### config.mk
export PLATFORM = sky130hd
export DESIGN_NAME = video_frame_measure
export DESIGN_NICKNAME = d
export VERILOG_FILES = /design/src/rtl/video_frame_measure.sv
export SDC_FILE = /design/constraint.sdc
export NUM_CORES = 1
export LEC_CHECK = 0
export CAP_MARGIN = 20
export CORE_ASPECT_RATIO = 0.75
export CORE_MARGIN = 2
export CORE_UTILIZATION = 55
export CTS_CLUSTER_DIAMETER = 200
export DETAILED_ROUTE_END_ITERATION = 7
export GPL_ROUTABILITY_DRIVEN = 0
export MAX_ROUTING_LAYER = met4
export PLACE_DENSITY_LB_ADDON = 0.05
export SLEW_MARGIN = 20
export SYNTH_ARGS = -nofsm -noshare
export SYNTH_HDL_FRONTEND = slang
export SYNTH_SLANG_ARGS = --single-unit
### constraint.sdc
create_clock -name clk -period 4.5 [get_ports clk]
set_input_delay 0.9 -clock clk [delete_from_list [all_inputs] [get_ports clk]]
set_output_delay 0.9 -clock clk [all_outputs]
set_load 0.1 [all_outputs]
### src/rtl/video_frame_measure.sv
// video_frame_measure
// Measures active pixels per line and active lines per frame from de_i/vs_i
// on the pixel clock, and commits the geometry at each frame boundary.
// Optional build macro FRAME_MEAS_STABLE_EN: only commit after STABLE_FRAMES
// consecutive frames with identical (width, height).
module video_frame_measure #(
    parameter int VS_POL        = 1,
    parameter int STABLE_FRAMES = 2
) (
    input  logic        clk,
    input  logic        resetn,
    input  logic        vs_i,
    input  logic        de_i,
    output logic [10:0] src_width,
    output logic [10:0] src_height,
    output logic        meas_valid,
    output logic        line_err,
    output logic        ovf
);
    localparam logic [10:0] CNT_MAX = 11'd2047;

    typedef enum logic {
        SYNC   = 1'b0,
        ACTIVE = 1'b1
    } state_t;

    state_t      state;
    state_t      state_nx;

    logic        vs_n;
    logic        vs_r;
    logic        vs_r2;
    logic        de_r;
    logic        de_r2;
    logic        vs_edge;
    logic        de_fall;

    logic [10:0] pix_cnt;
    logic [10:0] line_cnt;
    logic [10:0] w_first;
    logic        err_w;
    logic        ovf_w;
    // Set when a line was already in progress at the frame boundary; that
    // line is thrown away until its de falls.
    logic        drop_line;

    logic        line_end;
    logic [10:0] line_nx;
    logic [10:0] wf_nx;
    logic        err_nx;
    logic        ovf_nx;
    logic        frame_end;
    logic        frame_empty;
    logic        do_commit;

    assign vs_n = (VS_POL != 0) ? vs_i : ~vs_i;

    // Two-stage input registers for sync and data enable.
    always_ff @(posedge clk or negedge resetn) begin
        if (!resetn) begin
            vs_r  <= 1'b0;
            vs_r2 <= 1'b0;
            de_r  <= 1'b0;
            de_r2 <= 1'b0;
        end else begin
            vs_r  <= vs_n;
            vs_r2 <= vs_r;
            de_r  <= de_i;
            de_r2 <= de_r;
        end
    end

    assign vs_edge = vs_r & ~vs_r2;
    assign de_fall = de_r2 & ~de_r;

    // FSM state register.
    always_ff @(posedge clk or negedge resetn) begin
        if (!resetn) begin
            state <= SYNC;
        end else begin
            state <= state_nx;
        end
    end

    // FSM next state: leave SYNC at the first frame boundary, then stay ACTIVE.
    always_comb begin
        state_nx = state;
        if ((state == SYNC) && vs_edge) begin
            state_nx = ACTIVE;
        end
    end

    assign frame_end = vs_edge && (state == ACTIVE);

    // Working values after accounting for a line ending this cycle, so a line
    // that ends together with vsync lands in the frame being committed.
    always_comb begin
        line_end = (state == ACTIVE) && de_fall && !drop_line;
        line_nx  = line_cnt;
        wf_nx    = w_first;
        err_nx   = err_w;
        ovf_nx   = ovf_w;
        if (line_end) begin
            if (line_cnt == CNT_MAX) begin
                ovf_nx = 1'b1;
            end else begin
                line_nx = line_cnt + 11'd1;
            end
            if (line_cnt == 11'd0) begin
                wf_nx = pix_cnt;
            end else if (pix_cnt != w_first) begin
                err_nx = 1'b1;
            end
        end
        if ((state == ACTIVE) && de_r && !drop_line && (pix_cnt == CNT_MAX)) begin
            ovf_nx = 1'b1;
        end
    end

    assign frame_empty = (line_nx == 11'd0);

    // Working counters: held clear in SYNC and restarted at every frame boundary.
    always_ff @(posedge clk or negedge resetn) begin
        if (!resetn) begin
            pix_cnt   <= 11'd0;
            line_cnt  <= 11'd0;
            w_first   <= 11'd0;
            err_w     <= 1'b0;
            ovf_w     <= 1'b0;
            drop_line <= 1'b0;
        end else if ((state == SYNC) || vs_edge) begin
            pix_cnt   <= 11'd0;
            line_cnt  <= 11'd0;
            w_first   <= 11'd0;
            err_w     <= 1'b0;
            ovf_w     <= 1'b0;
            drop_line <= vs_edge & de_r;
        end else begin
            line_cnt <= line_nx;
            w_first  <= wf_nx;
            err_w    <= err_nx;
            ovf_w    <= ovf_nx;
            if (de_fall) begin
                pix_cnt   <= 11'd0;
                drop_line <= 1'b0;
            end else if (de_r && !drop_line && (pix_cnt != CNT_MAX)) begin
                pix_cnt <= pix_cnt + 11'd1;
            end
        end
    end

`ifdef FRAME_MEAS_STABLE_EN
    localparam logic [3:0] STABLE_N = 4'(STABLE_FRAMES);

    logic [10:0] cand_w;
    logic [10:0] cand_h;
    logic [3:0]  match_cnt;
    logic [3:0]  match_nx;

    // Match counter: counts consecutive identical non-empty frames.
    always_comb begin
        match_nx = match_cnt;
        if (frame_end) begin
            if (frame_empty) begin
                match_nx = 4'd0;
            end else if ((match_cnt != 4'd0) && (wf_nx == cand_w) && (line_nx == cand_h)) begin
                match_nx = (match_cnt >= STABLE_N) ? STABLE_N : match_cnt + 4'd1;
            end else begin
                match_nx = 4'd1;
            end
        end
    end

    // Candidate tuple and match counter registers.
    always_ff @(posedge clk or negedge resetn) begin
        if (!resetn) begin
            cand_w    <= 11'd0;
            cand_h    <= 11'd0;
            match_cnt <= 4'd0;
        end else begin
            match_cnt <= match_nx;
            if (frame_end && !frame_empty) begin
                cand_w <= wf_nx;
                cand_h <= line_nx;
            end
        end
    end

    assign do_commit = frame_end && !frame_empty && (match_nx == STABLE_N);
`else
    assign do_commit = frame_end && !frame_empty;
`endif

    // Committed outputs: change only at a committing frame boundary.
    always_ff @(posedge clk or negedge resetn) begin
        if (!resetn) begin
            src_width  <= 11'd0;
            src_height <= 11'd0;
            meas_valid <= 1'b0;
            line_err   <= 1'b0;
            ovf        <= 1'b0;
        end else if (do_commit) begin
            src_width  <= wf_nx;
            src_height <= line_nx;
            meas_valid <= 1'b1;
            line_err   <= err_nx;
            ovf        <= ovf_nx;
        end
    end

endmodule
==> impl_results.md, run 1 <==
* Worst Hold Class: flop to flop
* Initial antenna violation count at 0
* Dpl hpwl at 4260 um
* Routed len/inst at 15.5 um
* Post-synthesis sequential area ratio at 0.518
* Final Cycle Share at 0.723
* Ranking of synthesized cells by area: dfrtp_1 52%, mux2i_1 9.1%, nor2_1 4.8%
* Post-route setup slack at 1.25 ns
* Root buffer cell: clkbuf_8
* Syn Inst Count at 302
* Sw power at 464 uW
* Iteration-0 DRC Markers at 134
* EDFF count, synth at 0
* Initial DRT Pass Iterations at 4
* Final Hold Fails at 0
* FMAX at 0.307 GHz
* Vias/cell at 5.52
* Top cell type's share of synthesized area at 0.518
* Synth area leader: dfrtp_1
* Tmin final at 3.25 ns
* Residual DRC count at 0
* Pre-CTS setup slack at 1.29 ns
* Yosys cell types at 47
* First-pass GRT wire length at 10700 um
* Slowest CP cell: a31oi_4
* RSZ-0062 raised after global routing: no
* Hold Path Depth at 0
* Die Wd at 91.9 um
* Proportion of layout cells with a drive suffix above 1 at 0.0838
* Worst Tran Pin Value at 0.975 ns
* Crit. path cell count at 7
* Switching share of power at 0.295
* Syn_nets at 309
* Post-Route WL at 6340 um
* # rows at 23
* Area Growth Syn to Fin at 17.7%
* Post-CTS sizing at 0
* Crit-path cells: ha_1 -> nand3_1 -> o41a_1 -> a31oi_1 -> a2111oi_4 -> a31oi_4 -> mux2_2
* Crit Path Category: flop to flop
* Worst setup SP type: flop
* Post-Route Skew at 0.00748 ns
* Syn avg cell area at 10.6 um^2
* CP Data Required Time at 4.73 ns
* CP max FO at 24
* Synthesized flop and latch total at 66
* Ant diodes at 0
* CP bufs+invs at 0
* Gr ovfl total at 0
* Postcts setup bufs at 0
* Top FF cell, synth: dfrtp_1
* Status: completed
* Final Max Tran Viols at 0
* Setup violations, final at 0
* Cell Pwr Density at 419 nW/um^2
* Die ar. at 6430 um^2
* Clk slew on worst S/H paths at 0.07 ns
* Worst Path Arrival at 3.48 ns
* CP peak stage delay at 0.81 ns
* Input/output buffers at 28
* Initial Util at 0.583
* Sinks on the clock net at 66
* Largest net degree at the start of global routing at 46
* Comb power frac at 0.191
* Endpoint class of the critical path: flop
* Worst slew margin at 0.348
* Ports at 29
* Most frequent cells in the layout: 66 x dfrtp_1, 41 x nor2_1, 29 x mux2i_1
* Clk pwr share at 0.398
* Setup TNS at 0 ns
* R2R cell count at 7
* Flop pwr share at 0.411
* Clock buffer depth at 2
* Leak Pwr at 1.75 nW
* Synth warn at 0
* Placeable core area at 5470 um^2
* Highest ir drop seen on vdd at 0.296 mV
* ANT nets after route at 0
* Worst-skew pair later-pin latency at 0.35 ns
* Mapped Area at 3190 um^2
* DR vias at 2259
* CTS tree: yes
* Most common cell after layout, fill and taps aside: dfrtp_1
* Die H at 69.9 um
* Cts bufs inserted at 9
* P_int at 1.11 mW
* Total GRT Usage at 0.226
* Hold_buf cts at 0
* Number of global-route vias before repair at 2078
* Top delay family on crit path: compound AO/OA/AOI/OAI gates
* Net count reported at finish at 336
* Post-synth ARST share at 1.00
* H-Tree Depth at 3
* MaxCap Viol Count at 0
[registers in the layout (all words and copies together), names as in the netlist]
register	cells
line_cnt	11
pix_cnt	11
src_height	11
src_width	11
w_first	11
de_r	1
de_r2	1
drop_line	1
err_w	1
line_err	1
meas_valid	1
ovf	1
ovf_w	1
state	1
vs_r	1
vs_r2	1
[kinds of logic after synthesis]
family	synth area share
adders and majority gates	0.0118
buffers and inverters	0.0542
muxes	0.102
xor gates and xnor gates	0.0632
DFF	0.518
AOI/OAI and AO/OA	0.0856
and+or+nand+nor	0.166
[worst reg2reg max path, stage by stage (launching register included)]
cell	delay [ns]
dfrtp_1	0.44
ha_1	0.24
nand3_1	0.25
o41a_1	0.48
a31oi_1	0.40
a2111oi_4	0.08
a31oi_4	0.81
mux2_2	0.43
[area by class of cell]
class	count	area (um^2)
Tap cell	75	93.8
Multi-Input combinational cell	196	1360
Fill cell	430	1720
Clock inverter	4	97.6
Clock buffer	12	155
Inverter	26	97.6
Timing Repair Buffer	30	293
Sequential cell	66	1650
[per-stage QoR]
stage	hold WS [ns]	instance area, um^2	instances	power [mW]	utilization
floorplan	0.368	3190	302	0.887	-
global placement	0.395	3500	393	0.954	0.640
detailed placement	0.392	3500	393	0.957	0.640
CTS	0.421	3750	409	1.59	0.686
global route	0.427	3750	409	1.63	0.686
finish	0.412	3750	409	1.57	0.686
[final timing paths]
| path | start | end | slack [ns] |
|---|---|---|---|
| worst max-delay path | line_cnt[0] | src_height[10] | 1.25 |
| worst min-delay path | vs_r | vs_r2 | 0.41 |
| worst max register to register | line_cnt[0] | src_height[10] | 1.25 |
| worst min register to register | vs_r | vs_r2 | 0.41 |
| max in group asynchronous | resetn | line_cnt[8] | 3.25 |
| min in group asynchronous | resetn | src_height[6] | 0.54 |
[cell usage after synthesis (2+ instances only)]
library cell  number
inv_1             26
and4_1             3
nand2b_1           2
o22ai_1            6
ha_1               3
buf_2              2
nand3_1           10
nor4_1             5
o21ai_0            7
xor2_1            15
and2_1             2
nor2b_1            5
a21oi_1            8
nor3_1             3
xnor2_1            8
and3_1             5
nor2_1            41
nand4_1            5
nand2_1           14
mux2_2             3
dfrtp_1           66
clkbuf_1           8
or3_1              2
buf_6              2
mux2i_1           29
[routing by layer]
| metal | global-route usage | vias up | share of wire | wire length (um) |
|---|---|---|---|---|
| met5 | - | - | 0 | 0 |
| met4 | 0.104 | 0 | 0.023 | 146 |
| met3 | 0.0561 | 15 | 0.065 | 412 |
| met2 | 0.261 | 88 | 0.39 | 2440 |
| met1 | 0.361 | 1073 | 0.53 | 3330 |
| li1 | - | 1083 | - | - |
[power groups by stage]
| stage | Sequential, mW | Combinational (mW) | Clock, mW |
|---|---|---|---|
| 6_report | 0.646 | 0.301 | 0.626 |
| 5_1_grt | 0.650 | 0.321 | 0.662 |
| 3_3_place_gp | 0.655 | 0.299 | 0 |
| 2_1_floorplan | 0.768 | 0.119 | 0 |
| 4_1_cts | 0.646 | 0.302 | 0.638 |
| 3_5_place_dp | 0.657 | 0.301 | 0 |
Power figures use the tool's default switching activity.
==> run 2: changes to the inputs <==
Settings changed: CORE_UTILIZATION 55 to 51.
Clock period 4.5 ns to 2.9 ns, I/O delays scaled along.
==> impl_results.md, run 2 (synthesis gave the netlist of run 1 again) <==
* Post-route insts no fill at 419 (+2.4%)
* CP Data Required Time at 3.16 ns (-1.57 ns)
* Final Cycle Share at 0.928 (+0.205)
* Post-Route WL at 6340 um (about the same)
* Most common cell after layout, fill and taps aside: dfrtp_1
* Post-Route Skew at 0.00658 ns (-0.000902 ns)
* # rows at 24 (+4.3%)
* Endpoint class of the critical path: flop
* Worst Hold Class: input port to asynchronous set/reset pin
* Highest ir drop seen on vdd at 0.520 mV (+76%)
* ANT nets after route at 0 (unchanged)
* Setup TNS at 0 ns (unchanged)
* Input/output buffers at 28 (unchanged)
* Worst-skew pair later-pin latency at 0.34 ns (about the same)
* DR vias at 2183 (-3.4%)
* Die Wd at 95.3 um (+3.7%)
* Clock buffer depth at 2 (unchanged)
* CP max FO at 10 (-58%)
* Placeable core area at 5920 um^2 (+8.2%)
* Initial DRT Pass Iterations at 4 (unchanged)
* Ports at 29 (unchanged)
* Die ar. at 6910 um^2 (+7.4%)
* Vias/cell at 5.21 (-5.7%)
* Leak Pwr at 1.83 nW (+4.8%)
* Top delay family on crit path: compound AO/OA/AOI/OAI gates
* FMAX at 0.372 GHz (+21%)
* Slowest CP cell: o41a_1
* Worst Path Arrival at 2.96 ns (-0.52 ns)
* Post-route setup slack at 0.209 ns (-1.04 ns)
* Cts bufs inserted at 9 (unchanged)
* Placed cells at 402 (+2.3%)
* Worst slew margin at 0.568 (+0.220)
* Root buffer cell: clkbuf_8
* Hold WS at 0.256 ns (-0.157 ns)
* Pre-CTS setup slack at 0.0793 ns (-1.21 ns)
* Final Hold Fails at 0 (unchanged)
* Worst Tran Pin Value at 0.646 ns (-0.328 ns)
* Reg2reg setup slack at 0.21 ns (-1.04 ns)
* Final instance area at 3770 um^2 (+0.50%)
* MaxCap Viol Count at 0 (unchanged)
* Cell Pwr Density at 642 nW/um^2 (+53%)
* Final Max Tran Viols at 0 (unchanged)
* Ant diodes at 0 (unchanged)
* Clk slew on worst S/H paths at 0.07 ns (about the same)
* Total GRT Usage at 0.215 (-0.0114)
* Reg2reg end: ovf
* Initial Util at 0.539 (-0.0441)
* Routed len/inst at 15.1 um (-2.3%)
* H-Tree Depth at 3 (unchanged)
* CP peak stage delay at 0.45 ns (-0.36 ns)
* Crit-path cells: ha_1 -> nand3_2 -> o41a_1 -> a31oi_2 -> a2111oi_4 -> a31oi_4 -> buf_4 -> mux2i_1
* Gr ovfl total at 0 (unchanged)
* Crit Path Category: flop to flop
* R2R cell count at 8 (+1)
* Setup violations, final at 0 (unchanged)
* Placed cell area at 3500 um^2 (about the same)
* Iteration-0 DRC Markers at 173 (+29%)
* CP bufs+invs at 1 (+1)
* Number of global-route vias before repair at 2056 (-1.1%)
* Reg-to-reg startpoint: line_cnt[0]
* Tmin final at 2.69 ns (-0.561 ns)
* Sinks on the clock net at 66 (unchanged)
* Status: completed
* Initial antenna violation count at 0 (unchanged)
* Die H at 72.5 um (+3.6%)
* Largest net degree at the start of global routing at 41 (-11%)
* Net count reported at finish at 343 (+2.1%)
* Residual DRC count at 0 (unchanged)
* Area Growth Syn to Fin at 18.3%
* Proportion of layout cells with a drive suffix above 1 at 0.188 (+0.104)
* Hold_buf cts at 0 (unchanged)
* Worst setup SP type: flop
* First-pass GRT wire length at 10700 um (+0.26%)
* Dpl hpwl at 4510 um (+5.8%)
* Most frequent cells in the layout: 66 x dfrtp_1, 41 x nor2_1, 33 x buf_4
* CTS tree: yes
run 2: final cells by class:
cell class / count / area (um^2)
clock buffer: 10 / 138
clock inverter: 6 / 114
fill: 494 / 2140
inverter: 26 / 97.6
multi-input combinational: 196 / 1380
sequential: 66 / 1650
tap: 78 / 97.6
timing repair buffer: 37 / 293
run 2: power breakdown:
part	internal [mW]	total, mW	switching [mW]	leakage, nW
clock	0.596	0.952	0.356	0.119
sequential	0.964	1.00	0.0371	0.895
combinational	0.138	0.467	0.329	0.818
total	1.70	2.42	0.723	1.83
run 2: stage by stage:
step | power [mW] | util
after global placement | 1.48 | 0.591
after detailed placement | 1.48 | 0.591
after global routing | 2.53 | 0.637
after CTS | 2.44 | 0.633
after floorplan | 1.38 | -
final | 2.42 | 0.637
run 2: worst max-delay path by stage:
stage | start | to | slack (ns) | cells past startpoint
2_1_floorplan | line_cnt[0] | src_height[10] | 0.51 | 7
3_3_place_gp | line_cnt[0] | src_width[2] | 0.19 | 8
3_5_place_dp | line_cnt[0] | ovf | 0.08 | 8
4_1_cts | line_cnt[0] | ovf | 0.06 | 8
5_1_grt | line_cnt[0] | ovf | -0.01 | 8
6_report | line_cnt[0] | ovf | 0.21 | 8
run 2: routing by layer:
layer / track usage / vias up / share of wire / wire length [um]
met5: - / - / 0 / 0
met4: 0.0676 / 0 / 0.012 / 76
met3: 0.0550 / 8 / 0.061 / 386
met2: 0.275 / 68 / 0.38 / 2430
met1: 0.329 / 1012 / 0.54 / 3440
li1: - / 1095 / - / -
run 2: repair_timing:
action,4_1_cts,5_1_grt
resized for setup,0,3
buffers inserted,0,1
endpoints found under the setup margin,0,21
